**src/rtl/display_pkg.sv**
```systemverilog
// Shared timing constants, data types and host FSM encoding for the display
// memory arbiter (optional host gating macro: HOST_VBLANK_ONLY_EN).
package display_pkg;

   localparam int unsigned HA_END = 639;
   localparam int unsigned LINE   = 799;
   localparam int unsigned VA_END = 479;
   localparam int unsigned SCREEN = 524;
   localparam int unsigned PIX_W  = 8;
   localparam int unsigned PPW    = 4;
   localparam int unsigned PPW_LG = $clog2(PPW);
   localparam int unsigned H_ACT  = HA_END + 1;
   localparam int unsigned WPL    = H_ACT / PPW;
   localparam int unsigned ADDR_W = 17;
   localparam int unsigned WORD_W = PIX_W * PPW;

   typedef logic [PIX_W-1:0]  pix_t;
   typedef logic [WORD_W-1:0] word_t;
   typedef logic [ADDR_W-1:0] addr_t;

   typedef enum logic [1:0] {H_IDLE, H_RD, H_ACK} host_state_e;

endpackage

```
**src/rtl/display_fetch_sched.sv**
```systemverilog
// Display fetch scheduler: marks the cycles owned by scan-out reads and keeps
// fa, the address of the most recent display fetch.
module display_fetch_sched
   import display_pkg::*;
(
   input  logic              clk_pix,
   input  logic              rst_n,
   input  logic [9:0]        sx,
   input  logic [9:0]        sy,
   output logic              slot,
   output logic [ADDR_W-1:0] fetch_addr,
   output logic [ADDR_W-1:0] fa
);

   logic [10:0] sx2;
   logic [10:0] nn;
   logic [9:0]  line_nn;
   logic        wrap;
   logic        first;
   addr_t       fa_q;

   // Look two pixels ahead: one cycle of SRAM latency plus one to register the word.
   always_comb begin
      sx2     = {1'b0, sx} + 11'd2;
      wrap    = (sx2 > 11'(LINE));
      nn      = wrap ? (sx2 - 11'(LINE + 1)) : sx2;
      line_nn = sy;
      if (wrap) begin
         line_nn = (sy == 10'(SCREEN)) ? 10'd0 : (sy + 10'd1);
      end
      first      = (line_nn == 10'd0) && (nn == 11'd0);
      slot       = rst_n && (nn[PPW_LG-1:0] == '0) && (nn < 11'(WPL * PPW)) &&
                   (line_nn <= 10'(VA_END));
      fetch_addr = first ? '0 : (fa_q + addr_t'(1));
   end

   always_ff @(posedge clk_pix) begin
      if (!rst_n) begin
         fa_q <= '0;
      end else if (slot) begin
         fa_q <= fetch_addr;
      end
   end

   assign fa = fa_q;

endmodule

```
**src/rtl/display_mem_arbiter.sv**
```systemverilog
// Shares one single-port framebuffer SRAM between display scan-out and a host
// req/ack port. Define HOST_VBLANK_ONLY_EN to restrict host access to vblank.
module display_mem_arbiter
   import display_pkg::*;
(
   input  logic              clk_pix,
   input  logic              rst_n,
   input  logic [9:0]        sx,
   input  logic [9:0]        sy,
   input  logic              de,
   output logic [PIX_W-1:0]  pix,
   input  logic              host_req,
   input  logic              host_we,
   input  logic [ADDR_W-1:0] host_addr,
   input  logic [WORD_W-1:0] host_wdata,
   output logic              host_ack,
   output logic [WORD_W-1:0] host_rdata,
   output logic [ADDR_W-1:0] mem_addr,
   output logic              mem_we,
   output logic [WORD_W-1:0] mem_wdata,
   input  logic [WORD_W-1:0] mem_rdata
);

   logic        slot;
   addr_t       fetch_addr;
   addr_t       fa;
   host_state_e state_q;
   host_state_e state_d;
   logic        host_ok;
   logic        issue;
   logic        disp_rd_q;
   word_t       pix_word_q;
   word_t       host_rdata_q;

   display_fetch_sched u_sched (
      .clk_pix    (clk_pix),
      .rst_n      (rst_n),
      .sx         (sx),
      .sy         (sy),
      .slot       (slot),
      .fetch_addr (fetch_addr),
      .fa         (fa)
   );

`ifdef HOST_VBLANK_ONLY_EN
   assign host_ok = (sy > 10'(VA_END));
`else
   assign host_ok = 1'b1;
`endif

   // slot is already suppressed during reset; a display slot always blocks the host.
   assign issue = rst_n && host_ok && !slot && host_req && (state_q == H_IDLE);

   always_ff @(posedge clk_pix) begin
      if (!rst_n) begin
         state_q <= H_IDLE;
      end else begin
         state_q <= state_d;
      end
   end

   always_comb begin
      state_d = state_q;
      unique case (state_q)
         H_IDLE: begin
            if (issue) begin
               state_d = host_we ? H_ACK : H_RD;
            end
         end
         H_RD:    state_d = H_ACK;
         H_ACK:   state_d = H_IDLE;
         default: state_d = H_IDLE;
      endcase
   end

   always_comb begin
      host_ack = (state_q == H_ACK);
      mem_addr = fa;
      mem_we   = 1'b0;
      if (slot) begin
         mem_addr = fetch_addr;
      end else if (issue) begin
         mem_addr = host_addr;
         mem_we   = host_we;
      end
   end

   assign mem_wdata = host_wdata;

   // Read data returns the cycle after issue; disp_rd_q marks whose read it was.
   always_ff @(posedge clk_pix) begin
      if (!rst_n) begin
         disp_rd_q    <= 1'b0;
         pix_word_q   <= '0;
         host_rdata_q <= '0;
      end else begin
         disp_rd_q <= slot;
         if (disp_rd_q) begin
            pix_word_q <= mem_rdata;
         end
         if (state_q == H_RD) begin
            host_rdata_q <= mem_rdata;
         end
      end
   end

   assign host_rdata = host_rdata_q;

   always_comb begin
      pix = '0;
      if (de) begin
         pix = pix_word_q[sx[PPW_LG-1:0]*PIX_W +: PIX_W];
      end
   end

endmodule

```
**config.mk**
```make
export PLATFORM = sky130hd
export DESIGN_NAME = display_mem_arbiter
export DESIGN_NICKNAME = d
export VERILOG_FILES = /design/src/rtl/display_pkg.sv /design/src/rtl/display_fetch_sched.sv /design/src/rtl/display_mem_arbiter.sv
export SDC_FILE = /design/constraint.sdc
export NUM_CORES = 1
export LEC_CHECK = 0
export ABC_AREA = 0
export BUFFER_PORTS_ARGS = -buffer_cell sky130_fd_sc_hd__buf_2
export CORE_MARGIN = 2
export CORE_UTILIZATION = 50
export CTS_CLUSTER_SIZE = 12
export DETAILED_ROUTE_END_ITERATION = 8
export GPL_ROUTABILITY_DRIVEN = 0
export PLACE_DENSITY = 0.93
export SYNTH_ARGS = -nofsm -noshare
export SYNTH_HDL_FRONTEND = slang
export SYNTH_SLANG_ARGS = --single-unit
```
**constraint.sdc**
```tcl
create_clock -name clk_pix -period 6 [get_ports clk_pix]
set_clock_uncertainty 0.1 [all_clocks]
set_input_delay 0.3 -clock clk_pix [delete_from_list [all_inputs] [get_ports clk_pix]]
set_output_delay 0.3 -clock clk_pix [all_outputs]
set_load 0.02 [all_outputs]
```
==> impl_metrics.json <==
{
  "cp.arrival_ns": 4.69,
  "synth_cell_type_count": 61,
  "grt_max_degree": 100,
  "grt_setup_unrepaired": "false",
  "avgSynthCellArea_um2": 8.30,
  "synth-main-ff-cell": "dfxtp_1",
  "r2r_slack_ns": 3.29,
  "worst_r2r_path_depth": 10,
  "power_mw": 1.21,
  "r2r-start": "u_sched.fa[0]",
  "worst-path-stages": 12,
  "yosys_register_bits": 84,
  "die_h_um": 107,
  "ys_async_sr_fraction_pct": 0,
  "dieArea_um2": 11500,
  "io_pins": 197,
  "critPathMaxStageDelay_ns": 0.73,
  "critPathRequiredTime_ns": 5.60,
  "cts-resized-gates": 0,
  "clock_latency_ns": 0.35,
  "slew_viol_final": 0,
  "slowest_stage": "nand2b_1",
  "synth_area_um2": 5340,
  "timing.fmax_mhz": 196,
  "synth_cells": 644,
  "cts_tree": "built",
  "finalCriticalPeriod_ns": 5.09,
  "syn-num-nets": 757,
  "cp-end-kind": "output pin",
  "hold_viol": 0,
  "cellLeakagePower_nw": 2.36,
  "area_delta_synth_final_pct": 11.8,
  "n_antenna_cell": 0,
  "fillers": 914,
  "worst_slew_pin_slew_ns": 0.984,
  "grt_pass1_wl_um": 20200,
  "criticalPathCategory": "input port to output pin",
  "holdCritStartpoint": "host_we",
  "finalSetupTns_ns": 0,
  "power_density_nw_per_um2": 202,
  "netlist.top_cell.by_area": "dfxtp_1",
  "drc_errors": 0,
  "clk_pin_slew_ns": 0.09,
  "synth-seq-area-share_pct": 31.5,
  "grt_pass1_vias": 4272,
  "nNetsFinal": 824,
  "cts_setup_buffers": 0,
  "wl_per_cell_um": 15.0,
  "ir_worst_vdd_v": 0.000164,
  "drv_cap": 0,
  "drtIter0Drc": 235,
  "final_cells": 852,
  "path_max_fanout": 18,
  "routed-via-count": 4789,
  "clkSinkCount": 84,
  "status": "completed",
  "rows": 37,
  "detailed_place_hpwl_um": 9150,
  "cp_cell_sequence": "buf_2 -> ha_1 -> nand3_1 -> xor2_1 -> nand4_1 -> or3_1 -> a41o_1 -> o21ai_2 -> nor3b_4 -> nand2b_1 -> o221ai_1 -> buf_2",
  "crit_buf_inv": 2,
  "ctsRootBufferMaster": "clkbuf_8",
  "yosysWarnings": 0,
  "synth_edf_count": 0,
  "crit_path_end": "mem_addr[7]",
  "drive_gt1_share_pct": 25.6,
  "cp-startpoint": "sx[1]",
  "wl_um": 12800,
  "netlist.area_leader.share_pct": 31.5,
  "hold_buffers": 0,
  "ctsLongestPathBuffers": 2,
  "fin_crit_sh_pct": 84.9,
  "start_kind": "input port",
  "grt_overflow": 0,
  "worst_r2r_endpoint": "u_sched.fa[16]",
  "port_buffers": 132,
  "hold_path_class": "input port to flip-flop",
  "core_area_um2": 10400,
  "hold_ws_ns": 0.0389,
  "placed_cells": 836,
  "start_util_pct": 51.5,
  "antenna_left": 0,
  "dr.pass1.iters": 4,
  "final-setup-viol-count": 0,
  "numCtsBuffers": 9,
  "grt_use_total_pct": 21.5,
  "antenna_found_initial": 0,
  "crit_family": "simple AND/OR/NAND/NOR gates",
  "vias_per_cell": 5.62,
  "die_w_um": 107,
  "ys_top_cells_by_area": "dfxtp_1 31%, nand2_1 7.3%, mux2i_1 6.9%",
  "cts_max_level": 3,
  "cp_common_cell": "buf_2",
  "max_slew_margin_pct": 34.4
}
## synthesized netlist by cell type, drive strengths merged (4+ instances only)
library cell  instances
nand2               105
dfxtp                84
buf                  50
mux2i                37
nand4                36
nor2b                35
clkbuf               33
a21boi               32
nor2                 30
inv                  25
nand3                20
o221ai               15
o211ai               14
xor2                 14
nand3b               13
and2                 10
xnor2                10
mux4                  8
ha                    7
or3                   6
nor3                  5
nor4                  5
nand2b                4
o21ai                 4
## cell usage in the layout, fill, tap and decap left out, drive strengths merged, types with 15 or more instances in the layout
master  count
nand4      36
mux2i      37
o221ai     15
nor2b      35
a21boi     32
nand2     105
dfxtp      84
inv        28
nand3      20
nor2       30
buf       139
## logic make-up (layout without fill, tap and decap cells)
| family | count (synthesis) | count (layout) | synth area share, % |
|---|---|---|---|
| AO/OA/AOI/OAI | 89 | 89 | 13.8 |
| XOR/XNOR | 24 | 24 | 3.93 |
| adder cells (fa/ha/maj) | 7 | 7 | 1.64 |
| buffers and inverters | 108 | 180 | 10.8 |
| flip-flops | 84 | 84 | 31.5 |
| multiplexers | 47 | 47 | 10.7 |
| AND/OR/NAND/NOR | 285 | 285 | 27.6 |
## worst register-to-register path, stage by stage, from the launching register on
cell and delay (ns):
dfxtp_1 0.48, ha_1 0.31, and3_1 0.22, nand3_1 0.19, nor2_1 0.22, nand3_1 0.23, nor2_1 0.30, nand3_1 0.22
nor2_1 0.14, nand4_1 0.10, o211ai_1 0.12
## registers in the layout, summed over array words and instances, names as in the netlist
signal,cells
disp_rd_q,1
u_sched.fa,17
pix_word_q,32
host_rdata,32
state_q,2
## metrics by stage
| step | setup slack [ns] | util [%] | instance area (um2) |
|---|---|---|---|
| after floorplan | 2.28 | - | 5340 |
| after global placement | 1.11 | 55.4 | 5750 |
| after detailed placement | 0.918 | 55.4 | 5750 |
| after CTS | 0.896 | 57.6 | 5970 |
| after global routing | 0.549 | 57.6 | 5970 |
| final | 0.907 | 57.6 | 5970 |
## area by class of cell
type                    instances  area [um2]  share of cell area, %
multi-input cells             452        3090                   51.6
flip-flops and latches         84        1680                   28.2
inverters                      25        93.8                   1.57
clock inverters                 7         105                   1.76
clock buffers                   9         124                   2.07
repair buffers                139         713                   11.9
well taps                     136         170                   2.85
## layer usage
metal	part of all wire [%]	vias to the layer above	track usage, %	routed length [um]
met5	0	-	0	0
met4	1.7	0	6.32	212
met3	7.5	25	5.15	965
met2	48	179	36.3	6180
met1	43	2233	27.2	5440
li1	-	2352	-	-
## power by group
| group | switching (mW) | leakage (nW) | internal, mW |
|---|---|---|---|
| Combinational | 0.0977 | 1.57 | 0.0673 |
| Clock | 0.224 | 0.112 | 0.241 |
| Sequential | 0.00860 | 0.679 | 0.568 |
| Total | 0.330 | 2.36 | 0.876 |
## how the worst min path moves through the flow
| stage | end | slack [ns] | depth (start not counted) |
|---|---|---|---|
| after global routing | state_q[0] | 0.03 | 2 |
| after floorplan | state_q[0] | 0.27 | 1 |
| after CTS | state_q[0] | 0.02 | 2 |
| final | state_q[0] | 0.04 | 2 |
| after global placement | host_rdata[19] | 0.35 | 2 |
| after detailed placement | host_rdata[17] | 0.35 | 2 |
No activity file was read; power rests on OpenSTA's default activity.
